--- config.mk ---
export PLATFORM = sky130hd
export DESIGN_NAME = mem_req_arbiter_flat
export DESIGN_NICKNAME = d
export VERILOG_FILES = /design/src/rtl/mem_req_arbiter_pkg.sv /design/src/rtl/mem_req_arbiter_if.sv /design/src/rtl/arb_tag_fifo.sv /design/src/rtl/mem_req_arbiter.sv /design/src/flat_wrapper.sv
export SDC_FILE = /design/constraint.sdc
export NUM_CORES = 1
export LEC_CHECK = 0
export CAP_MARGIN = 20
export CELL_PAD_IN_SITES_DETAIL_PLACEMENT = 0
export CELL_PAD_IN_SITES_GLOBAL_PLACEMENT = 2
export CORE_MARGIN = 4
export CORE_UTILIZATION = 10
export CTS_BUF_LIST = sky130_fd_sc_hd__clkbuf_4 sky130_fd_sc_hd__clkbuf_8
export DETAILED_ROUTE_END_ITERATION = 8
export PLACE_DENSITY_LB_ADDON = 0.25
export SLEW_MARGIN = 20
export SYNTH_ARGS = -nofsm -noshare
export SYNTH_HDL_FRONTEND = slang
export SYNTH_SLANG_ARGS = --single-unit
--- constraint.sdc ---
create_clock -name clk -period 2.7 [get_ports clk]
set_input_delay 0.54 -clock clk [delete_from_list [all_inputs] [get_ports clk]]
set_output_delay 0.54 -clock clk [all_outputs]
set_load 0.01 [all_outputs]
--- src/rtl/mem_req_arbiter_pkg.sv ---
// Shared tag codes, size codes and arbiter state encodings for the memory request arbiter.
package mem_req_arbiter_pkg;

  localparam logic       TAG_INST  = 1'b0;
  localparam logic       TAG_DATA  = 1'b1;
  localparam logic [1:0] SIZE_WORD = 2'd2;

  typedef enum logic [1:0] {
    ARB_IDLE      = 2'd0,
    ARB_HOLD_INST = 2'd1,
    ARB_HOLD_DATA = 2'd2
  } arb_state_e;

endpackage

--- src/rtl/mem_req_arbiter_if.sv ---
// SRAM-like request/response channel. The requester side drives the address
// phase; the responder side answers with addr_ok, data_ok and rdata.
interface mem_req_arbiter_if #(
  parameter int ADDR_W = 32,
  parameter int DATA_W = 32
) ();

  logic                req;
  logic                wr;
  logic [1:0]          size;
  logic [ADDR_W-1:0]   addr;
  logic [DATA_W/8-1:0] wstrb;
  logic [DATA_W-1:0]   wdata;
  logic                addr_ok;
  logic                data_ok;
  logic [DATA_W-1:0]   rdata;

  // Requester side of a full read/write channel.
  modport master (
    output req, wr, size, addr, wstrb, wdata,
    input  addr_ok, data_ok, rdata
  );

  // Responder side of a full read/write channel.
  modport slave (
    input  req, wr, size, addr, wstrb, wdata,
    output addr_ok, data_ok, rdata
  );

  // Responder side of a read-only fetch channel (word reads only).
  modport fetch_slave (
    input  req, addr,
    output addr_ok, data_ok, rdata
  );

endinterface

--- src/rtl/arb_tag_fifo.sv ---
// Small in-order tag FIFO (circular buffer). Pushes while full and pops while
// empty are ignored so the pointers can never run past each other.
module arb_tag_fifo #(
  parameter int DEPTH = 2,
  parameter int W     = 1
) (
  input  logic         clk,
  input  logic         resetn,
  input  logic         push,
  input  logic         pop,
  input  logic [W-1:0] din,
  output logic         full,
  output logic         empty,
  output logic [W-1:0] head
);

  localparam int PW = $clog2(DEPTH);

  logic [W-1:0]  mem_q [DEPTH];
  logic [PW-1:0] wr_ptr;
  logic [PW-1:0] rd_ptr;
  logic [PW:0]   count;
  logic          do_push;
  logic          do_pop;

  assign full    = (count == (PW+1)'(DEPTH));
  assign empty   = (count == '0);
  assign head    = mem_q[rd_ptr];
  assign do_push = push & ~full;
  assign do_pop  = pop & ~empty;

  // Pointer and occupancy bookkeeping; pointers wrap naturally at DEPTH.
  always_ff @(posedge clk) begin
    if (!resetn) begin
      wr_ptr <= '0;
      rd_ptr <= '0;
      count  <= '0;
    end else begin
      if (do_push) wr_ptr <= wr_ptr + PW'(1);
      if (do_pop)  rd_ptr <= rd_ptr + PW'(1);
      case ({do_push, do_pop})
        2'b10:   count <= count + (PW+1)'(1);
        2'b01:   count <= count - (PW+1)'(1);
        default: count <= count;
      endcase
    end
  end

  // Tag storage; contents need no reset since occupancy gates every read.
  always_ff @(posedge clk) begin
    if (do_push) mem_q[wr_ptr] <= din;
  end

endmodule

--- src/rtl/mem_req_arbiter.sv ---
// Shares one memory port between instruction fetch and data access. Data wins
// arbitration, a stalled selection is held until accepted, and responses are
// routed back in order using a tag FIFO.
module mem_req_arbiter
  import mem_req_arbiter_pkg::*;
#(
  parameter int OUTSTANDING = 2,
  parameter int ADDR_W      = 32,
  parameter int DATA_W      = 32
) (
  input  logic                   clk,
  input  logic                   resetn,
  mem_req_arbiter_if.fetch_slave inst_bus,
  mem_req_arbiter_if.slave       data_bus,
  mem_req_arbiter_if.master      mem_bus,
  output logic                   resp_err
);

  arb_state_e          state;
  arb_state_e          next_state;
  logic                sel_tag;
  logic                sel_req;
  logic                full;
  logic                empty;
  logic                head;
  logic                accept;
  logic                pop;
  logic                sel_wr;
  logic [1:0]          sel_size;
  logic [ADDR_W-1:0]   sel_addr;
  logic [DATA_W/8-1:0] sel_wstrb;
  logic [DATA_W-1:0]   sel_wdata;

  // Choose the requester: data priority when idle, forced while a request is held.
  always_comb begin
    sel_tag = TAG_INST;
    case (state)
      ARB_IDLE:      sel_tag = data_bus.req ? TAG_DATA : TAG_INST;
      ARB_HOLD_INST: sel_tag = TAG_INST;
      ARB_HOLD_DATA: sel_tag = TAG_DATA;
      default:       sel_tag = TAG_INST;
    endcase
    sel_req = (sel_tag == TAG_DATA) ? data_bus.req : inst_bus.req;
  end

  // Mux the address-phase fields; fetches are always plain word reads.
  always_comb begin
    if (sel_tag == TAG_DATA) begin
      sel_wr    = data_bus.wr;
      sel_size  = data_bus.size;
      sel_addr  = data_bus.addr;
      sel_wstrb = data_bus.wstrb;
      sel_wdata = data_bus.wdata;
    end else begin
      sel_wr    = 1'b0;
      sel_size  = SIZE_WORD;
      sel_addr  = inst_bus.addr;
      sel_wstrb = {(DATA_W/8){1'b0}};
      sel_wdata = {DATA_W{1'b0}};
    end
  end

  assign mem_bus.req    = sel_req & ~full;
  assign mem_bus.wr     = sel_wr;
  assign mem_bus.size   = sel_size;
  assign mem_bus.addr   = sel_addr;
  assign mem_bus.wstrb  = sel_wstrb;
  assign mem_bus.wdata  = sel_wdata;

  assign accept            = mem_bus.req & mem_bus.addr_ok;
  assign inst_bus.addr_ok  = accept & (sel_tag == TAG_INST);
  assign data_bus.addr_ok  = accept & (sel_tag == TAG_DATA);

  // A response only pops when a tag is outstanding; it is routed by the head tag.
  assign pop               = mem_bus.data_ok & ~empty;
  assign inst_bus.data_ok  = pop & (head == TAG_INST);
  assign data_bus.data_ok  = pop & (head == TAG_DATA);
  assign inst_bus.rdata    = mem_bus.rdata;
  assign data_bus.rdata    = mem_bus.rdata;

  // Next-state: freeze while full, hold a stalled selection, otherwise idle.
  always_comb begin
    next_state = state;
    if (full) begin
      next_state = state;
    end else if (mem_bus.req && !mem_bus.addr_ok) begin
      next_state = (sel_tag == TAG_DATA) ? ARB_HOLD_DATA : ARB_HOLD_INST;
    end else begin
      next_state = ARB_IDLE;
    end
  end

  // Arbiter state register.
  always_ff @(posedge clk) begin
    if (!resetn) state <= ARB_IDLE;
    else         state <= next_state;
  end

  // Sticky flag for a response that arrives with nothing outstanding.
  always_ff @(posedge clk) begin
    if (!resetn)                       resp_err <= 1'b0;
    else if (mem_bus.data_ok && empty) resp_err <= 1'b1;
    else                               resp_err <= resp_err;
  end

  arb_tag_fifo #(
    .DEPTH (OUTSTANDING),
    .W     (1)
  ) u_tag_fifo (
    .clk    (clk),
    .resetn (resetn),
    .push   (accept),
    .pop    (pop),
    .din    (sel_tag),
    .full   (full),
    .empty  (empty),
    .head   (head)
  );

endmodule

--- src/flat_wrapper.sv ---
// flat-port wrapper written by rule: the top's interface ports become plain ports
module mem_req_arbiter_flat import mem_req_arbiter_pkg::*;
#(
  parameter int OUTSTANDING = 2,
  parameter int ADDR_W      = 32,
  parameter int DATA_W      = 32
)
  (clk, resetn, resp_err, inst_bus_req, inst_bus_addr, inst_bus_addr_ok, inst_bus_data_ok, inst_bus_rdata, data_bus_req, data_bus_wr, data_bus_size, data_bus_addr, data_bus_wstrb, data_bus_wdata, data_bus_addr_ok, data_bus_data_ok, data_bus_rdata, mem_bus_req, mem_bus_wr, mem_bus_size, mem_bus_addr, mem_bus_wstrb, mem_bus_wdata, mem_bus_addr_ok, mem_bus_data_ok, mem_bus_rdata);
  mem_req_arbiter_if #(.ADDR_W(ADDR_W), .DATA_W(DATA_W)) inst_bus_i ();
  mem_req_arbiter_if #(.ADDR_W(ADDR_W), .DATA_W(DATA_W)) data_bus_i ();
  mem_req_arbiter_if #(.ADDR_W(ADDR_W), .DATA_W(DATA_W)) mem_bus_i ();
  input  logic clk;
  input  logic resetn;
  output logic resp_err;
  input wire logic [$bits(inst_bus_i.req)-1:0] inst_bus_req;
  input wire logic [$bits(inst_bus_i.addr)-1:0] inst_bus_addr;
  output wire logic [$bits(inst_bus_i.addr_ok)-1:0] inst_bus_addr_ok;
  output wire logic [$bits(inst_bus_i.data_ok)-1:0] inst_bus_data_ok;
  output wire logic [$bits(inst_bus_i.rdata)-1:0] inst_bus_rdata;
  input wire logic [$bits(data_bus_i.req)-1:0] data_bus_req;
  input wire logic [$bits(data_bus_i.wr)-1:0] data_bus_wr;
  input wire logic [$bits(data_bus_i.size)-1:0] data_bus_size;
  input wire logic [$bits(data_bus_i.addr)-1:0] data_bus_addr;
  input wire logic [$bits(data_bus_i.wstrb)-1:0] data_bus_wstrb;
  input wire logic [$bits(data_bus_i.wdata)-1:0] data_bus_wdata;
  output wire logic [$bits(data_bus_i.addr_ok)-1:0] data_bus_addr_ok;
  output wire logic [$bits(data_bus_i.data_ok)-1:0] data_bus_data_ok;
  output wire logic [$bits(data_bus_i.rdata)-1:0] data_bus_rdata;
  output wire logic [$bits(mem_bus_i.req)-1:0] mem_bus_req;
  output wire logic [$bits(mem_bus_i.wr)-1:0] mem_bus_wr;
  output wire logic [$bits(mem_bus_i.size)-1:0] mem_bus_size;
  output wire logic [$bits(mem_bus_i.addr)-1:0] mem_bus_addr;
  output wire logic [$bits(mem_bus_i.wstrb)-1:0] mem_bus_wstrb;
  output wire logic [$bits(mem_bus_i.wdata)-1:0] mem_bus_wdata;
  input wire logic [$bits(mem_bus_i.addr_ok)-1:0] mem_bus_addr_ok;
  input wire logic [$bits(mem_bus_i.data_ok)-1:0] mem_bus_data_ok;
  input wire logic [$bits(mem_bus_i.rdata)-1:0] mem_bus_rdata;
  assign inst_bus_i.req = inst_bus_req;
  assign inst_bus_i.addr = inst_bus_addr;
  assign inst_bus_addr_ok = inst_bus_i.addr_ok;
  assign inst_bus_data_ok = inst_bus_i.data_ok;
  assign inst_bus_rdata = inst_bus_i.rdata;
  assign data_bus_i.req = data_bus_req;
  assign data_bus_i.wr = data_bus_wr;
  assign data_bus_i.size = data_bus_size;
  assign data_bus_i.addr = data_bus_addr;
  assign data_bus_i.wstrb = data_bus_wstrb;
  assign data_bus_i.wdata = data_bus_wdata;
  assign data_bus_addr_ok = data_bus_i.addr_ok;
  assign data_bus_data_ok = data_bus_i.data_ok;
  assign data_bus_rdata = data_bus_i.rdata;
  assign mem_bus_req = mem_bus_i.req;
  assign mem_bus_wr = mem_bus_i.wr;
  assign mem_bus_size = mem_bus_i.size;
  assign mem_bus_addr = mem_bus_i.addr;
  assign mem_bus_wstrb = mem_bus_i.wstrb;
  assign mem_bus_wdata = mem_bus_i.wdata;
  assign mem_bus_i.addr_ok = mem_bus_addr_ok;
  assign mem_bus_i.data_ok = mem_bus_data_ok;
  assign mem_bus_i.rdata = mem_bus_rdata;
  mem_req_arbiter #(.OUTSTANDING(OUTSTANDING), .ADDR_W(ADDR_W), .DATA_W(DATA_W)) u_core (.clk(clk), .resetn(resetn), .inst_bus(inst_bus_i), .data_bus(data_bus_i), .mem_bus(mem_bus_i), .resp_err(resp_err));
endmodule
==> results.cfg, run 1 <==
[global_route]
grt_max_degree = 36
grt_pass1_vias = 1871
antenna_found_initial = 0
grt_pass1_wl_um = 9970
overflow = 0
grt_usage = 0.0681

[final_layout]
layout.cells.non_filler = 545
syn_to_final_growth_pct = 111
seq_area_um2 = 220
n_fill_cell = 1763
multi_input_area_um2 = 851
final_common_cell = clkdlybuf4s50_1
drive_above_1_share = 0.231
nets = 473
antenna_cells = 0
final_cell_mix = clkdlybuf4s50_1, and2_1, mux2_2

[setup_path]
cpPeakStageDelay_ns = 0.49
start_kind = primary input
end_kind = output pin
cp.required_ns = 2.16
cpMostUsedCell = clkdlybuf4s50_1
cp.arrival_ns = 2.25
crit_family = buffers and inverters
criticalPathCategory = primary input to output pin
cp_num_buf_inv = 3
cp_cell_sequence = clkdlybuf4s50_1 > nor2_2 > nor2_4 > buf_6 > mux2_1 > clkdlybuf4s50_1
cp_slowest_cell = clkdlybuf4s50_1
cp_max_fo = 12

[placed_design]
dpl.hpwl_um = 5880
port_buffers = 185
gp_congestion = 0.700
dp_cells = 537

[route]
vias = 1699
drtAntennaViolNets = 0
dr.pass1.iters = 4
vias_per_cell = 3.12
drt-initial-drc-count = 26
drc = 0
routed_wl_um = 7030
wl_per_cell_um = 12.9

[sta]
fin_crit_sh = 1.03
finalCriticalPeriod_ns = 2.79
finalHoldViolCount = 0
setup_ws_ns = -0.0903
maxSlewViolCount = 0
clock.fmax_mhz = 358
skew_ns = 0.00183
slew_headroom = 0.671
setup_viol = 12
tightest_slew_ns = 0.488
grt_setup_unrepaired = true

[outcome]
status = complete, but fails checks
violations = setup timing

[cts]
cts_buffers = 3
clock_latency_ns = 0.23
cts_sinks = 10
cts_max_level = 1
clockBufferDepth = 2
clk_pin_slew_ns = 0.05
cts_hold_buf = 0
cts_tree = built
cts_root_buf = clkbuf_8

[pwr]
p_leak_nw = 1.59
finalPower_mw = 1.23
vdd_drop_max_mv = 0.134
power_density_nw_per_um2 = 365

[yosys]
syn_area_per_cell_um2 = 8.23
ys_types = 30
synthDominantCellAreaShare = 0.314
synthCells = 195
synth_seq_cells = 10
syn-num-nets = 337
yosysTopAreaCell = buf_4
synth_area_um2 = 1600
seq_area_frac_synth = 0.137
yosysWarnings = 0
synth.area.top_cells = buf_4, mux2_2, and2_1

[worst_hold_path]
min_path_type = flop to flop

[floorplanning]
initial_core_util = 0.101
core_area_um2 = 15800
die_h_um = 135
die_w_um = 135
floorplan.rows = 46
die-area_um2 = 18100
pin_count = 282

[flow_run]
drv_cap = 0
==> through the flow <==
stage                     TNS (ns)   util  instance area (um2)  setup slack, ns  hold WS (ns)
final                        -1.04  0.213                 3380          -0.0903         0.463
after global routing         -1.98  0.213                 3380           -0.174         0.506
after CTS                    -2.89  0.210                 3320           -0.133         0.473
after detailed placement     -8.00  0.210                 3320           -0.159         0.461
after global placement       -8.93  0.210                 3320           -0.186         0.447
after floorplan                  0      -                 1600            0.845         0.472
==> synth_stat cells (all sizes together) <==
master / count
or3: 3
nor3: 1
nor2: 11
and2: 38
buf: 67
and2b: 1
clkbuf: 4
or2: 1
xor2: 2
nand2: 2
edfxtp: 2
o21ai: 3
inv: 4
or2b: 2
a31o: 1
a211oi: 1
mux2: 32
nand2b: 1
a21oi: 6
and3: 1
mux2i: 1
nor2b: 1
xnor2: 1
dfxtp: 8
ha: 1
==> state kept, by name, indices dropped and copies added (netlist names), named ones only <==
name,cells
u_core.state,2
u_core.u_tag_fifo.count,2
u_core.u_tag_fifo.mem_q,2
u_core.resp_err,1
u_core.u_tag_fifo.rd_ptr,1
u_core.u_tag_fifo.wr_ptr,1
==> area by class of cell <==
| class | count | area share |
|---|---|---|
| inverters | 4 | 0.00444 |
| flip-flops and latches | 10 | 0.0652 |
| repair buffers | 202 | 0.586 |
| clock buffers | 3 | 0.0122 |
| well taps | 216 | 0.0800 |
| multi-input cells | 110 | 0.252 |
==> cells by family (layout without fill, tap and decap cells) <==
logic type | Yosys count | count (layout) | synth area share
and+or+nand+nor | 62 | 62 | 0.232
xor gates and xnor gates | 3 | 3 | 0.0164
AOI/OAI and AO/OA | 11 | 11 | 0.0429
buffers and inverters | 75 | 209 | 0.332
muxes | 33 | 33 | 0.231
adders and majority gates | 1 | 1 | 0.00780
DFF | 10 | 10 | 0.137
==> where the power goes <==
part / switching (mW) / internal (mW) / leakage, nW
combinational: 0.328 / 0.527 / 1.49
sequential: 0.0319 / 0.190 / 0.0843
clock: 0.0580 / 0.0977 / 0.0216
total: 0.418 / 0.815 / 1.59
==> final timing paths <==
path	from	to	slack, ns	cells after the start
min reg2reg	u_core.resp_err	u_core.resp_err	0.46	2
min	u_core.resp_err	u_core.resp_err	0.46	2
max	data_bus_req	mem_bus_addr[20]	-0.09	6
max reg2reg	u_core.u_tag_fifo.count[0]	u_core.u_tag_fifo.count[1]	0.67	7
==> timing repair <==
item	in CTS	in global routing
pin swaps	0	1
cloned	0	3
gates resized for setup	45	61
endpoints found under the setup margin	67	36
buffers inserted	0	2
==> worst min-delay path, cell delays in order (launching register included) <==
cell and delay [ns]:
dfxtp_1 0.32, a21oi_1 0.04, nor2_1 0.07
==> layer usage <==
layer,vias to the layer above,global-route usage,wire length (um)
met5,-,0,0
met4,0,0.0215,185
li1,834,-,-
met1,734,0.0670,2320
met3,23,0.0246,683
met2,108,0.132,3840
No activity file was read; power rests on OpenSTA's default activity.
==> inputs of run 2 (changes only) <==
Settings changed: CTS_BUF_LIST sky130_fd_sc_hd__clkbuf_4 sky130_fd_sc_hd__clkbuf_8 to sky130_fd_sc_hd__clkbuf_16.
==> run 2 against run 1 <==
Effect of this change:
- the run still ends with setup timing left
- combinational power is essentially flat
- critical path depth unchanged
- die area unchanged
- largest power group unchanged
- cell count did not move
==> results.cfg, run 2 (synthesis results as in run 1) <==
[sta]
slew_headroom = 0.673
clock.fmax_mhz = 358
finalHoldViolCount = 0
skew_ns = 0.00164
whs_ns = 0.462
fin_crit_sh = 1.03
grt_setup_unrepaired = true
setup_viol = 12
tightest_slew_ns = 0.485
finalCriticalPeriod_ns = 2.79
setup_ws_ns = -0.0903
maxSlewViolCount = 0

[pwr]
p_leak_nw = 1.61
finalPower_mw = 1.34
power_density_nw_per_um2 = 392
vdd_drop_max_mv = 0.162

[final_layout]
drive_above_1_share = 0.231
antenna_cells = 0
largestRegisters = u_core.state: 2 flops, u_core.u_tag_fifo.count: 2 flops, u_core.u_tag_fifo.mem_q: 2 flops
seq_area_um2 = 220
final_util = 0.216
design_area_um2 = 3410
syn_to_final_growth_pct = 113
final_cell_mix = clkdlybuf4s50_1, and2_1, mux2_2
final_common_cell = clkdlybuf4s50_1
multi_input_area_um2 = 851
n_fill_cell = 1759
nets = 473

[route]
wl_per_cell_um = 12.9
drtAntennaViolNets = 0
drt-initial-drc-count = 23
drc = 0
routed_wl_um = 7050
vias = 1698
dr.pass1.iters = 4
vias_per_cell = 3.12

[global_route]
grt_pass1_vias = 1872
grt_max_degree = 36
overflow = 0
grt_usage = 0.0686
antenna_found_initial = 0
grt_pass1_wl_um = 9990

[setup_path]
cp.required_ns = 2.16
end_kind = output pin
cpPeakStageDelay_ns = 0.49
regToRegSetupSlack_ns = 0.67
cp_max_fo = 12
crit_family = buffers and inverters
cp.arrival_ns = 2.25
cp_slowest_cell = clkdlybuf4s50_1
criticalPathCategory = primary input to output pin
cp_cell_sequence = clkdlybuf4s50_1 > nor2_2 > nor2_4 > buf_6 > mux2_1 > clkdlybuf4s50_1
cpMostUsedCell = clkdlybuf4s50_1
cp_num_buf_inv = 3
reg2regPathDepth = 7
start_kind = primary input
path_depth = 6

[placed_design]
dpl.hpwl_um = 5880
port_buffers = 185
gp_congestion = 0.700
placed_area_um2 = 3320

[flow_run]
drv_cap = 0

[floorplanning]
pin_count = 282
die-area_um2 = 18100
die_h_um = 135
floorplan.rows = 46
die_w_um = 135
initial_core_util = 0.101
core_area_um2 = 15800

[outcome]
status = complete, but fails checks
violations = setup timing

[worst_hold_path]
min_path_type = flop to flop
holdPathStages = 2

[cts]
cts_hold_buf = 0
cts_buffers = 3
cts_root_buf = clkbuf_16
clockBufferDepth = 2
cts_sinks = 10
clock_latency_ns = 0.24
cts_max_level = 1
cts_tree = built
clk_pin_slew_ns = 0.04
## run 2: cell count changes in the layout (fill, tap and decap cells not counted)
cell | before | now
clkbuf_16 | 3 | 6
clkbuf_8 | 3 | 0
## run 2: repair_timing
action                     CTS  global route
gates cloned                 0             3
resized for setup           45            61
setup buffers                0             2
setup endpoints to repair   67            36
pin swaps                    0             1
## run 2: layout make-up
cell class	instances	share of cell area
inverter	4	0.00440
timing repair buffer	202	0.580
multi-input combinational	110	0.249
sequential	10	0.0645
tap	216	0.0792
clock buffer	3	0.0220
## run 2: per-stage QoR
| stage | setup WS [ns] | TNS (ns) | std cells |
|---|---|---|---|
| 2_1_floorplan | 0.845 | 0 | 195 |
| 3_3_place_gp | -0.186 | -8.93 | 537 |
| 3_5_place_dp | -0.159 | -8.00 | 537 |
| 4_1_cts | -0.133 | -2.89 | 540 |
| 5_1_grt | -0.174 | -1.98 | 545 |
| 6_report | -0.0903 | -1.04 | 545 |
## run 2: worst paths after layout
check,from,endpoint
max,data_bus_req,mem_bus_addr[20]
min,u_core.resp_err,u_core.resp_err
max reg2reg,u_core.u_tag_fifo.count[0],u_core.u_tag_fifo.count[1]
min reg2reg,u_core.resp_err,u_core.resp_err
## run 2: layer usage
metal | up-vias | track usage | wire length, um
li1 | 835 | - | -
met1 | 735 | 0.0670 | 2330
met2 | 107 | 0.132 | 3860
met3 | 21 | 0.0246 | 684
met4 | 0 | 0.0249 | 180
met5 | - | 0 | 0
## run 2: worst min-delay path: cells and delay by family (launching register included)
| family | cells | cell delay (ns) |
|---|---|---|
| DFF | 1 | 0.32 |
| and+or+nand+nor | 1 | 0.07 |
| AOI/OAI and AO/OA | 1 | 0.04 |
## run 2: power breakdown
part	switching (mW)	internal, mW
combinational	0.328	0.527
clock	0.0693	0.192
sequential	0.0319	0.190
total	0.429	0.909
